`src/rtl/mem_access_ctrl_if.sv`:
```
// SRAM-like data-memory bus between the M-stage access controller (master)
// and the memory port (slave): request/address phase plus data/ack phase.
interface mem_access_ctrl_if #(
  parameter int AW = 32,
  parameter int DW = 32
);
  logic          data_req;
  logic          data_wr;
  logic [1:0]    data_size;
  logic [AW-1:0] data_addr;
  logic [DW-1:0] data_wdata;
  logic [3:0]    data_wstrb;
  logic          data_addr_ok;
  logic          data_data_ok;
  logic [DW-1:0] data_rdata;

  modport master (
    output data_req,
    output data_wr,
    output data_size,
    output data_addr,
    output data_wdata,
    output data_wstrb,
    input  data_addr_ok,
    input  data_data_ok,
    input  data_rdata
  );

  modport slave (
    input  data_req,
    input  data_wr,
    input  data_size,
    input  data_addr,
    input  data_wdata,
    input  data_wstrb,
    output data_addr_ok,
    output data_data_ok,
    output data_rdata
  );
endinterface

```
`src/rtl/mem_access_ctrl.sv`:
```
// M-stage data-memory access controller: alignment checks, store lane steering,
// one outstanding bus transaction at a time, load extraction/extension and stall.
module mem_access_ctrl #(
  parameter int AW = 32,
  parameter int DW = 32
) (
  input  logic          clk,
  input  logic          rst,
  input  logic          mem_readM,
  input  logic          mem_writeM,
  input  logic [1:0]    mem_sizeM,
  input  logic          mem_unsignedM,
  input  logic [AW-1:0] aluoutM,
  input  logic [DW-1:0] writedataM,
  input  logic          flush_exceptionM,
  input  logic          pipe_stall_other,
  mem_access_ctrl_if.master bus,
  output logic [DW-1:0] mem_ctrl_rdataM,
  output logic          mem_stallM,
  output logic          addrErrorLwM,
  output logic          addrErrorSwM,
  output logic [AW-1:0] badvaddrM
);

  typedef enum logic [1:0] {IDLE, REQ, DATA, DONE} state_t;

  function automatic logic [DW-1:0] store_lanes(input logic [1:0] size, input logic [DW-1:0] wd);
    case (size)
      2'b00:   return {4{wd[7:0]}};
      2'b01:   return {2{wd[15:0]}};
      default: return wd;
    endcase
  endfunction

  function automatic logic [3:0] store_strb(input logic [1:0] size, input logic [1:0] off);
    case (size)
      2'b00:   return 4'b0001 << off;
      2'b01:   return off[1] ? 4'b1100 : 4'b0011;
      default: return 4'b1111;
    endcase
  endfunction

  function automatic logic [DW-1:0] load_extract(input logic [DW-1:0] rd, input logic [1:0] off,
                                                 input logic [1:0] size, input logic uns);
    logic signed [7:0]  b;
    logic signed [15:0] h;
    b = rd[{off, 3'b000} +: 8];
    h = off[1] ? rd[31:16] : rd[15:0];
    case (size)
      2'b00:   return uns ? DW'($unsigned(b)) : DW'(b);
      2'b01:   return uns ? DW'($unsigned(h)) : DW'(h);
      default: return rd;
    endcase
  endfunction

  state_t        state_q, state_d;
  logic          cancel_q, cancel_d;
  logic          req_q, req_d;
  logic          wr_q, wr_d;
  logic [3:0]    wstrb_q, wstrb_d;
  logic [DW-1:0] rdata_q, rdata_d;
  logic [1:0]    size_q, size_d;
  logic          uns_q, uns_d;
  logic [AW-1:0] addr_q, addr_d;
  logic [DW-1:0] wdata_q, wdata_d;

  logic addr_err;
  logic access_valid;
  logic cancel_eff;

  assign addr_err = ((mem_sizeM == 2'b01) & aluoutM[0]) |
                    (mem_sizeM[1] & (aluoutM[1:0] != 2'b00));
  assign addrErrorLwM = mem_readM & addr_err;
  assign addrErrorSwM = mem_writeM & addr_err;
  assign badvaddrM    = addr_err ? aluoutM : '0;
  assign access_valid = (mem_readM | mem_writeM) & ~addr_err & ~flush_exceptionM;
  // A flush in the current cycle already releases the stall for the flushed instruction.
  assign cancel_eff   = cancel_q | flush_exceptionM;

  always_comb begin
    state_d    = state_q;
    cancel_d   = cancel_q;
    req_d      = req_q;
    wr_d       = wr_q;
    wstrb_d    = wstrb_q;
    rdata_d    = rdata_q;
    size_d     = size_q;
    uns_d      = uns_q;
    addr_d     = addr_q;
    wdata_d    = wdata_q;
    mem_stallM = 1'b0;
    case (state_q)
      IDLE: begin
        cancel_d = 1'b0;
        if (access_valid) begin
          state_d    = REQ;
          req_d      = 1'b1;
          wr_d       = mem_writeM;
          size_d     = mem_sizeM[1] ? 2'b10 : mem_sizeM;
          uns_d      = mem_unsignedM;
          addr_d     = aluoutM;
          wdata_d    = store_lanes(mem_sizeM, writedataM);
          wstrb_d    = mem_writeM ? store_strb(mem_sizeM, aluoutM[1:0]) : 4'b0000;
          mem_stallM = 1'b1;
        end
      end
      REQ: begin
        if (flush_exceptionM) cancel_d = 1'b1;
        mem_stallM = cancel_eff ? access_valid : 1'b1;
        // data_ok here is a protocol violation and deliberately not looked at.
        if (bus.data_addr_ok) begin
          state_d = DATA;
          req_d   = 1'b0;
        end
      end
      DATA: begin
        if (flush_exceptionM) cancel_d = 1'b1;
        mem_stallM = cancel_eff ? access_valid : 1'b1;
        if (bus.data_data_ok) begin
          if (cancel_eff) begin
            state_d  = IDLE;
            cancel_d = 1'b0;
          end else begin
            state_d = DONE;
            if (!wr_q) rdata_d = load_extract(bus.data_rdata, addr_q[1:0], size_q, uns_q);
          end
        end
      end
      DONE: begin
        if (!pipe_stall_other || flush_exceptionM) state_d = IDLE;
      end
      default: state_d = IDLE;
    endcase
  end

  // Control state and registered bus/result outputs.
  always_ff @(posedge clk) begin
    if (!rst) begin
      state_q  <= IDLE;
      cancel_q <= 1'b0;
      req_q    <= 1'b0;
      wr_q     <= 1'b0;
      wstrb_q  <= 4'b0000;
      rdata_q  <= '0;
    end else begin
      state_q  <= state_d;
      cancel_q <= cancel_d;
      req_q    <= req_d;
      wr_q     <= wr_d;
      wstrb_q  <= wstrb_d;
      rdata_q  <= rdata_d;
    end
  end

  // Latched access fields; only meaningful while req/wstrb qualify them.
  always_ff @(posedge clk) begin
    size_q  <= size_d;
    uns_q   <= uns_d;
    addr_q  <= addr_d;
    wdata_q <= wdata_d;
  end

  assign bus.data_req   = req_q;
  assign bus.data_wr    = wr_q;
  assign bus.data_size  = size_q;
  assign bus.data_addr  = addr_q;
  assign bus.data_wdata = wdata_q;
  assign bus.data_wstrb = wstrb_q;
  assign mem_ctrl_rdataM = rdata_q;

endmodule

```
`src/flat_wrapper.sv`:
```
// flat-port wrapper written by rule: the top's interface ports become plain ports
module mem_access_ctrl_flat 
#(
  parameter int AW = 32,
  parameter int DW = 32
)
  (clk, rst, mem_readM, mem_writeM, mem_sizeM, mem_unsignedM, aluoutM, writedataM, flush_exceptionM, pipe_stall_other, mem_ctrl_rdataM, mem_stallM, addrErrorLwM, addrErrorSwM, badvaddrM, bus_data_req, bus_data_wr, bus_data_size, bus_data_addr, bus_data_wdata, bus_data_wstrb, bus_data_addr_ok, bus_data_data_ok, bus_data_rdata);
  mem_access_ctrl_if #(.AW(AW), .DW(DW)) bus_i ();
  input  logic clk;
  input  logic rst;
  input  logic mem_readM;
  input  logic mem_writeM;
  input  logic [1:0] mem_sizeM;
  input  logic mem_unsignedM;
  input  logic [AW-1:0] aluoutM;
  input  logic [DW-1:0] writedataM;
  input  logic flush_exceptionM;
  input  logic pipe_stall_other;
  output logic [DW-1:0] mem_ctrl_rdataM;
  output logic mem_stallM;
  output logic addrErrorLwM;
  output logic addrErrorSwM;
  output logic [AW-1:0] badvaddrM;
  output wire logic [$bits(bus_i.data_req)-1:0] bus_data_req;
  output wire logic [$bits(bus_i.data_wr)-1:0] bus_data_wr;
  output wire logic [$bits(bus_i.data_size)-1:0] bus_data_size;
  output wire logic [$bits(bus_i.data_addr)-1:0] bus_data_addr;
  output wire logic [$bits(bus_i.data_wdata)-1:0] bus_data_wdata;
  output wire logic [$bits(bus_i.data_wstrb)-1:0] bus_data_wstrb;
  input wire logic [$bits(bus_i.data_addr_ok)-1:0] bus_data_addr_ok;
  input wire logic [$bits(bus_i.data_data_ok)-1:0] bus_data_data_ok;
  input wire logic [$bits(bus_i.data_rdata)-1:0] bus_data_rdata;
  assign bus_data_req = bus_i.data_req;
  assign bus_data_wr = bus_i.data_wr;
  assign bus_data_size = bus_i.data_size;
  assign bus_data_addr = bus_i.data_addr;
  assign bus_data_wdata = bus_i.data_wdata;
  assign bus_data_wstrb = bus_i.data_wstrb;
  assign bus_i.data_addr_ok = bus_data_addr_ok;
  assign bus_i.data_data_ok = bus_data_data_ok;
  assign bus_i.data_rdata = bus_data_rdata;
  mem_access_ctrl #(.AW(AW), .DW(DW)) u_core (.clk(clk), .rst(rst), .mem_readM(mem_readM), .mem_writeM(mem_writeM), .mem_sizeM(mem_sizeM), .mem_unsignedM(mem_unsignedM), .aluoutM(aluoutM), .writedataM(writedataM), .flush_exceptionM(flush_exceptionM), .pipe_stall_other(pipe_stall_other), .bus(bus_i), .mem_ctrl_rdataM(mem_ctrl_rdataM), .mem_stallM(mem_stallM), .addrErrorLwM(addrErrorLwM), .addrErrorSwM(addrErrorSwM), .badvaddrM(badvaddrM));
endmodule
```
`config.mk`:
```
export PLATFORM = sky130hd
export DESIGN_NAME = mem_access_ctrl_flat
export DESIGN_NICKNAME = d
export VERILOG_FILES = /design/src/rtl/mem_access_ctrl_if.sv /design/src/rtl/mem_access_ctrl.sv /design/src/flat_wrapper.sv
export SDC_FILE = /design/constraint.sdc
export NUM_CORES = 1
export LEC_CHECK = 0
export BUFFER_PORTS_ARGS = -buffer_cell sky130_fd_sc_hd__buf_4
export CORE_MARGIN = 5
export CORE_UTILIZATION = 49
export CTS_CLUSTER_SIZE = 20
export DETAILED_ROUTE_END_ITERATION = 7
export PLACE_DENSITY = 0.92
export SLEW_MARGIN = 20
export SYNTH_ARGS = -nofsm -noshare
export SYNTH_HDL_FRONTEND = slang
export SYNTH_SLANG_ARGS = --single-unit
```
`constraint.sdc`:
```
create_clock -name clk -period 5.2 [get_ports clk]
set_clock_uncertainty 0.1 [all_clocks]
set_input_delay 0.78 -clock clk [delete_from_list [all_inputs] [get_ports clk]]
set_output_delay 0.78 -clock clk [all_outputs]
set_load 0.005 [all_outputs]
```
# Word level (Yosys, flattened, before mapping)
# Index checks and enable logic that the tools add are counted.
op_classes:
  mux: 26
  eq_ne: 9
  reduce_logical: 13
  n_shift: 2
  bitwise: 13
ops:
  columns: ["op", "count"]
  rows:
  - ["one-hot mux 32 bit (2 select lines)", 2]
  - ["two-way mux 32 bit", 3]
  - ["variable part select 32 x 6 -> 8 bit", 1]
  - ["two-way mux 16 bit", 1]
  - ["two-way mux 2 bit", 6]
  - ["two-way mux 4 bit", 2]
  - ["one-hot mux 2 bit (4 select lines)", 1]
  - ["one-hot mux 4 bit (2 select lines)", 1]
  - ["AND reduction 4 bit", 2]
  - ["two-way mux 1 bit", 7]
  - ["bitwise AND 1 bit", 6]
  - ["equality test 2 x 1 -> 1 bit, second input constant", 3]
  - ["logical NOT 2 bit", 3]
  - ["equality test 2 bit, second input constant", 2]
  - ["inequality test 2 x 1 -> 1 bit, second input constant", 2]
  - ["inequality test 2 bit, second input constant", 2]
  - ["inverter 1 bit", 4]
  - ["one-hot mux 1 bit (2 select lines)", 2]
  - ["nonzero test 2 bit", 2]
  - ["left shift 1 x 2 -> 4 bit, first input constant", 1]
  - ["bitwise OR 1 bit", 3]
  - ["one-hot mux 1 bit (3 select lines)", 1]
  - ["AND reduction 3 bit", 1]
  - ["nonzero test 3 bit", 1]
  - ["4 further kinds", 4]
totals:
  reg_bits: 108
  inputBits: 107
  elab_cells: 74
  output_inout_bits: 139

# Logic depth before layout (Yosys ltp)
# Gate-level depths: netlist (run 1).
logic_depth:
  depth_word: 8
  depth_mapped: 7
  depth_no_buf: 6

# Worst setup path before layout (run 1)
# OpenSTA, ideal clock, no wires.
synth_path:
  path_kind: "in2reg"
  start: "in aluoutM[0]"
  end: "reg u_core.wstrb_q[0] (netlist: u_core.bus.data_wstrb[0])"
  cell_stages: 5
  required_time_ns: 5.027
  slack_ns: 1.827
  arrival_ns: 3.200
  path_cell_list: "o21ai_0 nand4_1 inv_1 o211ai_1 a21oi_1"
synth_via:
  elab_chain_cells: 7
  elab_cells_between_ends: 11
  classes_between: "shift (1); mux (2); bitwise (6); reduce/logical (2)"
synth_rtl:
  columns: ["item", "line_no", "rtl"]
  rows:
  - ["start: declaration", "flat_wrapper.sv:15", "input logic [AW-1:0] aluoutM;"]
  - ["nonzero test 2 bit", "mem_access_ctrl.sv:72", "(mem_sizeM[1] & (aluoutM[1:0] != 2'b00));"]
  - ["bitwise AND 1 bit", "mem_access_ctrl.sv:72", null]
  - ["bitwise OR 1 bit", "mem_access_ctrl.sv:71", "assign addr_err = ((mem_sizeM == 2'b01) & aluoutM[0]) |"]
  - ["inverter 1 bit", "mem_access_ctrl.sv:76", "assign access_valid = (mem_readM | mem_writeM) & ~addr_err & ~flush_exceptionM;"]
  - ["bitwise AND 1 bit (2 in series)", "mem_access_ctrl.sv:76", null]
  - ["AND reduction 2 bit (no line)", null, null]
  - ["end signal: assignment", "mem_access_ctrl.sv:150", "wstrb_q <= wstrb_d;"]
  - ["end: declaration", "mem_access_ctrl.sv:60", "logic [3:0] wstrb_q, wstrb_d;"]
# Several ways; a longest one is shown, not always the timed one.
# A chain may end at the register's enable or synchronous reset.

# Worst setup path in the final report (run 1)
layout_path:
  start: "in aluoutM[0]"
  end: "out badvaddrM[18]"
layout_via:
  elab_chain_cells: 4
  elab_cells_between_ends: 5
  classes_between: "mux (1); bitwise (3); reduce/logical (1)"
layout_rtl:
  columns: ["item", "line_no", "rtl"]
  rows:
  - ["nonzero test 2 bit", "mem_access_ctrl.sv:72", null]
  - ["bitwise AND 1 bit", "mem_access_ctrl.sv:72", null]
  - ["bitwise OR 1 bit (*)", "mem_access_ctrl.sv:71", null]
  - ["two-way mux 32 bit (*)", "mem_access_ctrl.sv:75", "assign badvaddrM = addr_err ? aluoutM : '0;"]
  - ["end: declaration", "flat_wrapper.sv:23", "output logic [AW-1:0] badvaddrM;"]
# Every way passes the cells marked *; elsewhere a longest branch is shown, timed or not.

==> impl_results.md, run 1 <==
- Multi-input gate area in the final layout: between 1500 and 2000 um2
- Number of max-slew violations in the final report: 0
- FFs w/ async S/R, synth: 0
- Routed wire length per instance: approximately 19 um
- Worst slack on hold paths: approximately 0.37 ns
- Vias per std cell: 5.48
- Remaining global-route overflow: 0
- Number of I/O pins: 246
- Number of core rows: 36
- Pin count of the biggest net entering global routing: between 40 and 50
- Initial detailed-routing violation count: ~340
- Clock buffer depth: 2
- Achievable Freq: 304 MHz
- Combinational group share of total power: 0.230
- Worst EP arrival: about 2.4 ns
- Run status: complete, no violations
- Top flip-flop cell by instance count after synthesis: edfxtp_1
- Share of total power in sequential cells: 0.531
- Post-synth EDFFs: 67
- Placeable core region: ~9700 um2
- Detailed-router iteration count before antenna repair: 5
- CTS Root Cell: clkbuf_8
- Fraction of power consumed by the clock network: 0.238
- Synth area leaders: edfxtp_1 (42%), dfxtp_1 (17%), mux2_2 (5.9%), a21oi_1 (5.3%), and2_1 (4.3%)
- Fraction of power spent switching nets: 0.279
- Cell Count, Final, Fillers Out: 780
- Worst min path class: reg -> reg
- Synth area leader: edfxtp_1
- Transition time at the pin with the least slew margin: 0.973 ns
- Clock Sink Count: between 100 and 150
- Number of buffers inserted by post-CTS setup repair: 0
- Final total power: 1.95 mW
- Maximum net fanout on the critical path: 33
- Sequential cell area in the final layout: about 2800 um2
- Number of filler cells placed in the layout: roughly 670
- Number of buffers inserted during clock tree synthesis: 9
- Total power per unit cell area: 283 nW/um2
- Most common library cells after synthesis: edfxtp_1 (67), a21oi_1 (51), dfxtp_1 (41), o21ai_0 (35), and2_1 (33)
- Latest clock arrival within the worst-skew pair: around 0.36 ns
- Static leakage power: between 2 and 3 nW
- DRC violations left: 0
- Post-detailed-routing wire length: approximately 15000 um
- Initial Util: 0.496
- Total placed cells including tap cells: ~760
- Max capacitance violation total: 0
- Clock tree from TritonCTS: done
- Port Buffers: 245
- Share of final-layout standard cells stronger than drive strength 1: 0.455
- Post-synthesis cell type count: just over 40
- Unrepaired setup endpoints after global routing: false
- Critical path class: in -> out
- Wire length of the first global-routing pass: between 20000 and 25000 um
- Number of H-tree levels: 3
- Die Y-Extent: between 100 and 150 um
- Final hold violations: 0
- VDD IR max: ~200 uV
- Number of global-route vias before repair: around 4400
- Share of the yosys chip area belonging to registers: 0.589
- Initial antenna violation count: 0
- Weighted congestion at the end of routability-driven global placement: 0.858
- Layout area overhead: 43.2%
- DIE AREA: about 12000 um2
- Via total after detailed routing: roughly 4300
- Count leader, synth: edfxtp_1
- Period utilization: 0.632
- Cell internal power dissipation: 1.41 mW
- Nets@finish: roughly 750
- All-Layer GR Usage: 0.251
- Register bit count reported by yosys: between 100 and 150
- Clock period minus worst slack: roughly 3.3 ns
- Net switching power: around 0.54 mW
- Cell Area, Synth: approximately 4800 um2
- Die Span X: ~110 um
- Kind of end point of the critical path: primary output
- Net count of the mapped netlist: 520
- Number of instances in the synthesized netlist: 407
- Hold-fix buffers, CTS: 0
- Critical path startpoint category: input port
- Post-synth top area share: 0.419
- Setup TNS: 0 ns
- Share of the core filled with cells in the final layout: 0.711
- Post-Synthesis Mean Instance Area: 11.8 um2
- Post-cts repair resize count: 0
- Relative slew margins: 0.352
- Final setup fails: 0
- Clock-pin slew reported for the worst setup and hold paths after clock tree synthesis: 0.09 ns
- Remaining antenna violation count: 0
- Yosys synthesis warning count: 0
- Required time worst endpoint: around 4.3 ns
- HPWL after detailed placement: roughly 11000 um
through the flow:
stage               setup slack (ns)  instance area (um2)
floorplan                       1.83                 4810
global placement                1.91                 6710
detailed placement              1.85                 6710
CTS                             1.89                 6880
global route                    1.73                 6880
finish                          1.91                 6880
cell families (layout without fill, tap and decap cells):
kind of cell / Yosys count / after routing / share of synthesized area
compound gates: 119 / 119 / 0.150
fa+ha+maj: 6 / 6 / 0.0156
buf+inv: 32 / 271 / 0.0307
flops: 108 / 108 / 0.589
mux: 41 / 41 / 0.0945
other cells: 0 / 1 / 0
simple gates: 101 / 101 / 0.119
critical path, stage by stage:
cell and delay (ns):
buf_4 0.14, o21ai_0 0.35, nand2_1 0.58, and2_1 0.40
buf_4 0.14
power groups by stage:
stage | Clock [mW] | Sequential (mW) | Combinational [mW]
finish | 0.465 | 1.04 | 0.449
global route | 0.504 | 1.04 | 0.488
CTS | 0.472 | 1.04 | 0.451
detailed placement | 0 | 1.05 | 0.448
global placement | 0 | 1.05 | 0.433
floorplan | 0 | 1.05 | 0.189
cell type report:
type,count,area share
clock buffers,11,0.0191
clock inverters,5,0.00545
repair buffers,247,0.269
multi-input cells,267,0.265
flip-flops and latches,108,0.412
diodes,1,0.000364
inverters,8,0.00436
well taps,133,0.0242
path summary, 6_finish.rpt:
| path | cells after the start | end | slack [ns] | startpoint |
|---|---|---|---|---|
| min reg2reg | 2 | u_core.bus.data_wstrb[1]$_SDFFE_PN0P_ | 0.37 | u_core.bus.data_wstrb[1]$_SDFFE_PN0P_ |
| max | 5 | badvaddrM[18] | 1.91 | aluoutM[0] |
| max reg2reg | 5 | u_core.mem_ctrl_rdataM[9]$_SDFFE_PN0P_ | 2.37 | u_core.state_q[0]$_SDFFE_PN0P_ |
| min | 2 | u_core.bus.data_wstrb[1]$_SDFFE_PN0P_ | 0.37 | u_core.bus.data_wstrb[1]$_SDFFE_PN0P_ |
state kept, by name (all words and copies together) (netlist names), 2 cells and up:
signal,flops
u_core.state_q,2
u_core.bus.data_addr,32
u_core.bus.data_wdata,32
u_core.bus.data_wstrb,4
u_core.bus.data_size,2
u_core.mem_ctrl_rdataM,32
metal layers:
metal  global-route usage  part of all wire  vias up
li1                     -                 -     1980
met1                0.285              0.35     2060
met2                0.439              0.53      206
met3               0.0776              0.10       26
met4               0.0965             0.022        0
met5                    0                 0        -
placed cells by master, fill, tap and decap left out, types with 5 or more instances in the layout:
cell type	synthesis	routed
nor3b_1	8	8
a21oi_1	51	51
buf_4	1	247
clkbuf_8	0	9
o211ai_1	5	5
nor2b_1	11	11
ha_1	6	6
mux2_2	25	25
dfxtp_1	41	41
edfxtp_1	67	67
nor2_1	14	14
a2111oi_0	7	7
mux2i_1	15	15
o21ai_0	35	35
nand2_1	21	21
inv_1	8	7
and2_1	33	33
a221oi_1	9	9
Note: power is estimated with default switching activity, not from simulation.
==> run 2: changes to the inputs <==
CORE_UTILIZATION = 41   (was 49)
PLACE_DENSITY = 0.83   (was 0.92)
clock period = 2.8 ns   (was 5.2 ns; I/O delays follow)
==> impl_results.md, run 2 (synthesis results as in run 1) <==
- Share of the core filled with cells in the final layout: 0.620
- Cell area reported after detailed placement: 6800 um2
- Cell Count, Final, Fillers Out: 797
- Detailed-router iteration count before antenna repair: 5
- Clock Sink Count: ~110
- Clock buffer depth: 2
- Max capacitance violation total: 0
- Fraction of met1 tracks used by global routing: 0.239
- Relative slew margins: 0.430
- Share of final-layout standard cells stronger than drive strength 1: 0.463
- Initial Util: 0.419
- DRC violations left: 0
- Remaining global-route overflow: 0
- Worst min path class: in -> reg
- Transition time at the pin with the least slew margin: approximately 0.85 ns
- Wire length of the first global-routing pass: approximately 24000 um
- Number of core rows: 39
- HPWL after detailed placement: roughly 12000 um
- Number of filler cells placed in the layout: 918
- Die Y-Extent: 118 um
- Clock tree from TritonCTS: done
- Diodes inserted: 0
- Worst EP arrival: 1.95 ns
- Achievable Freq: 405 MHz
- Number of I/O pins: 246
- Commonest cells after routing, fill and taps aside: buf_4 (254), edfxtp_1 (67), a21oi_1 (51)
- Nets@finish: 762
- Pin count of the biggest net entering global routing: between 40 and 50
- Cell area after layout: between 7000 and 8000 um2
- Routed wire length per instance: 19.4 um
- Number of buffers inserted during clock tree synthesis: 9
- Worst slack on hold paths: approximately 0.14 ns
- Vias per std cell: 5.32
- Die Span X: 118 um
- Most frequent standard cell in the layout excluding fill and tap cells: buf_4
- Global route hottest layer: met2
- VDD IR max: between 300 and 400 uV
- Initial antenna violation count: 0
- Remaining antenna violation count: 0
- Layout area overhead: 47.9%
- Unrepaired setup endpoints after global routing: false
- Required time worst endpoint: around 2.3 ns
- Latest clock arrival within the worst-skew pair: approximately 0.35 ns
- Post-cts repair resize count: 0
- Clock period minus worst slack: approximately 2.5 ns
- Clock-pin slew reported for the worst setup and hold paths after clock tree synthesis: roughly 0.080 ns
- All-Layer GR Usage: 0.213
- Critical path startpoint category: input port
- Number of buffers inserted by post-CTS setup repair: 0
- Weighted congestion at the end of routability-driven global placement: roughly 0.87
- Number of max-slew violations in the final report: 0
- Maximum net fanout on the critical path: 22
- Critical path class: in -> out
- Number of global-route vias before repair: roughly 4300
- Period utilization: 0.882
- Met3 track utilization from global routing: 0.0855
- Kind of end point of the critical path: primary output
- Static leakage power: roughly 3.0 nW
- Setup TNS: 0 ns
- Run status: complete, no violations
- DIE AREA: ~14000 um2
- Placeable core region: between 10000 and 15000 um2
- Port Buffers: 245
- Post-detailed-routing wire length: 15500 um
- GRT met2 Usage: 0.367
- Initial detailed-routing violation count: approximately 330
- Final setup fails: 0
- Hold-fix buffers, CTS: 0
- Total power per unit cell area: between 500 and 600 nW/um2
- CTS Root Cell: clkbuf_16
- Via total after detailed routing: approximately 4200
- Number of H-tree levels: 3
- Total placed cells including tap cells: between 700 and 800
- Final hold violations: 0
-- run 2: worst paths after layout --
path	startpoint	end	slack, ns	cells after the start
max	aluoutM[0]	badvaddrM[6]	0.33	6
min	aluoutM[20]	u_core.bus.data_addr[20]$_DFFE_PP_	0.14	1
min reg2reg	u_core.bus.data_wstrb[3]$_SDFFE_PN0P_	u_core.bus.data_wstrb[3]$_SDFFE_PN0P_	0.36	2
max reg2reg	u_core.bus.data_addr[1]$_DFFE_PP_	u_core.mem_ctrl_rdataM[16]$_SDFFE_PN0P_	0.64	5
-- run 2: layer usage --
metal	share of wire	vias to the layer above
li1	-	1995
met1	0.36	2000
met2	0.51	223
met3	0.11	24
met4	0.019	0
met5	0	-
-- run 2: area by class of cell --
cell class,instances,area (um2),area share
flip-flops and latches,108,2830,0.399
clock inverters,6,71.3,0.0100
repair buffers,255,1930,0.271
multi-input cells,267,1830,0.257
clock buffers,10,239,0.0336
inverters,8,33.8,0.00475
well taps,143,179,0.0252
-- run 2: stage by stage --
step | setup WS, ns | power (mW)
after CTS | 0.351 | 4.14
final | 0.330 | 4.10
after global routing | 0.253 | 4.28
after floorplan | 0.293 | 2.31
after detailed placement | 0.336 | 2.81
after global placement | 0.492 | 2.78
-- run 2: worst max-delay path: stages --
cell and delay (ns):
buf_4 0.14, o21ai_0 0.43, nand2_1 0.33, buf_4 0.29, and2_1 0.20, buf_4 0.14
-- run 2: where the power goes --
| part | switching, mW | total [mW] | internal [mW] | leakage [nW] |
|---|---|---|---|---|
| Clock | 0.597 | 1.33 | 0.728 | 0.151 |
| Combinational | 0.414 | 0.859 | 0.445 | 1.94 |
| Sequential | 0.0680 | 1.92 | 1.85 | 0.949 |
| Total | 1.08 | 4.10 | 3.02 | 3.04 |
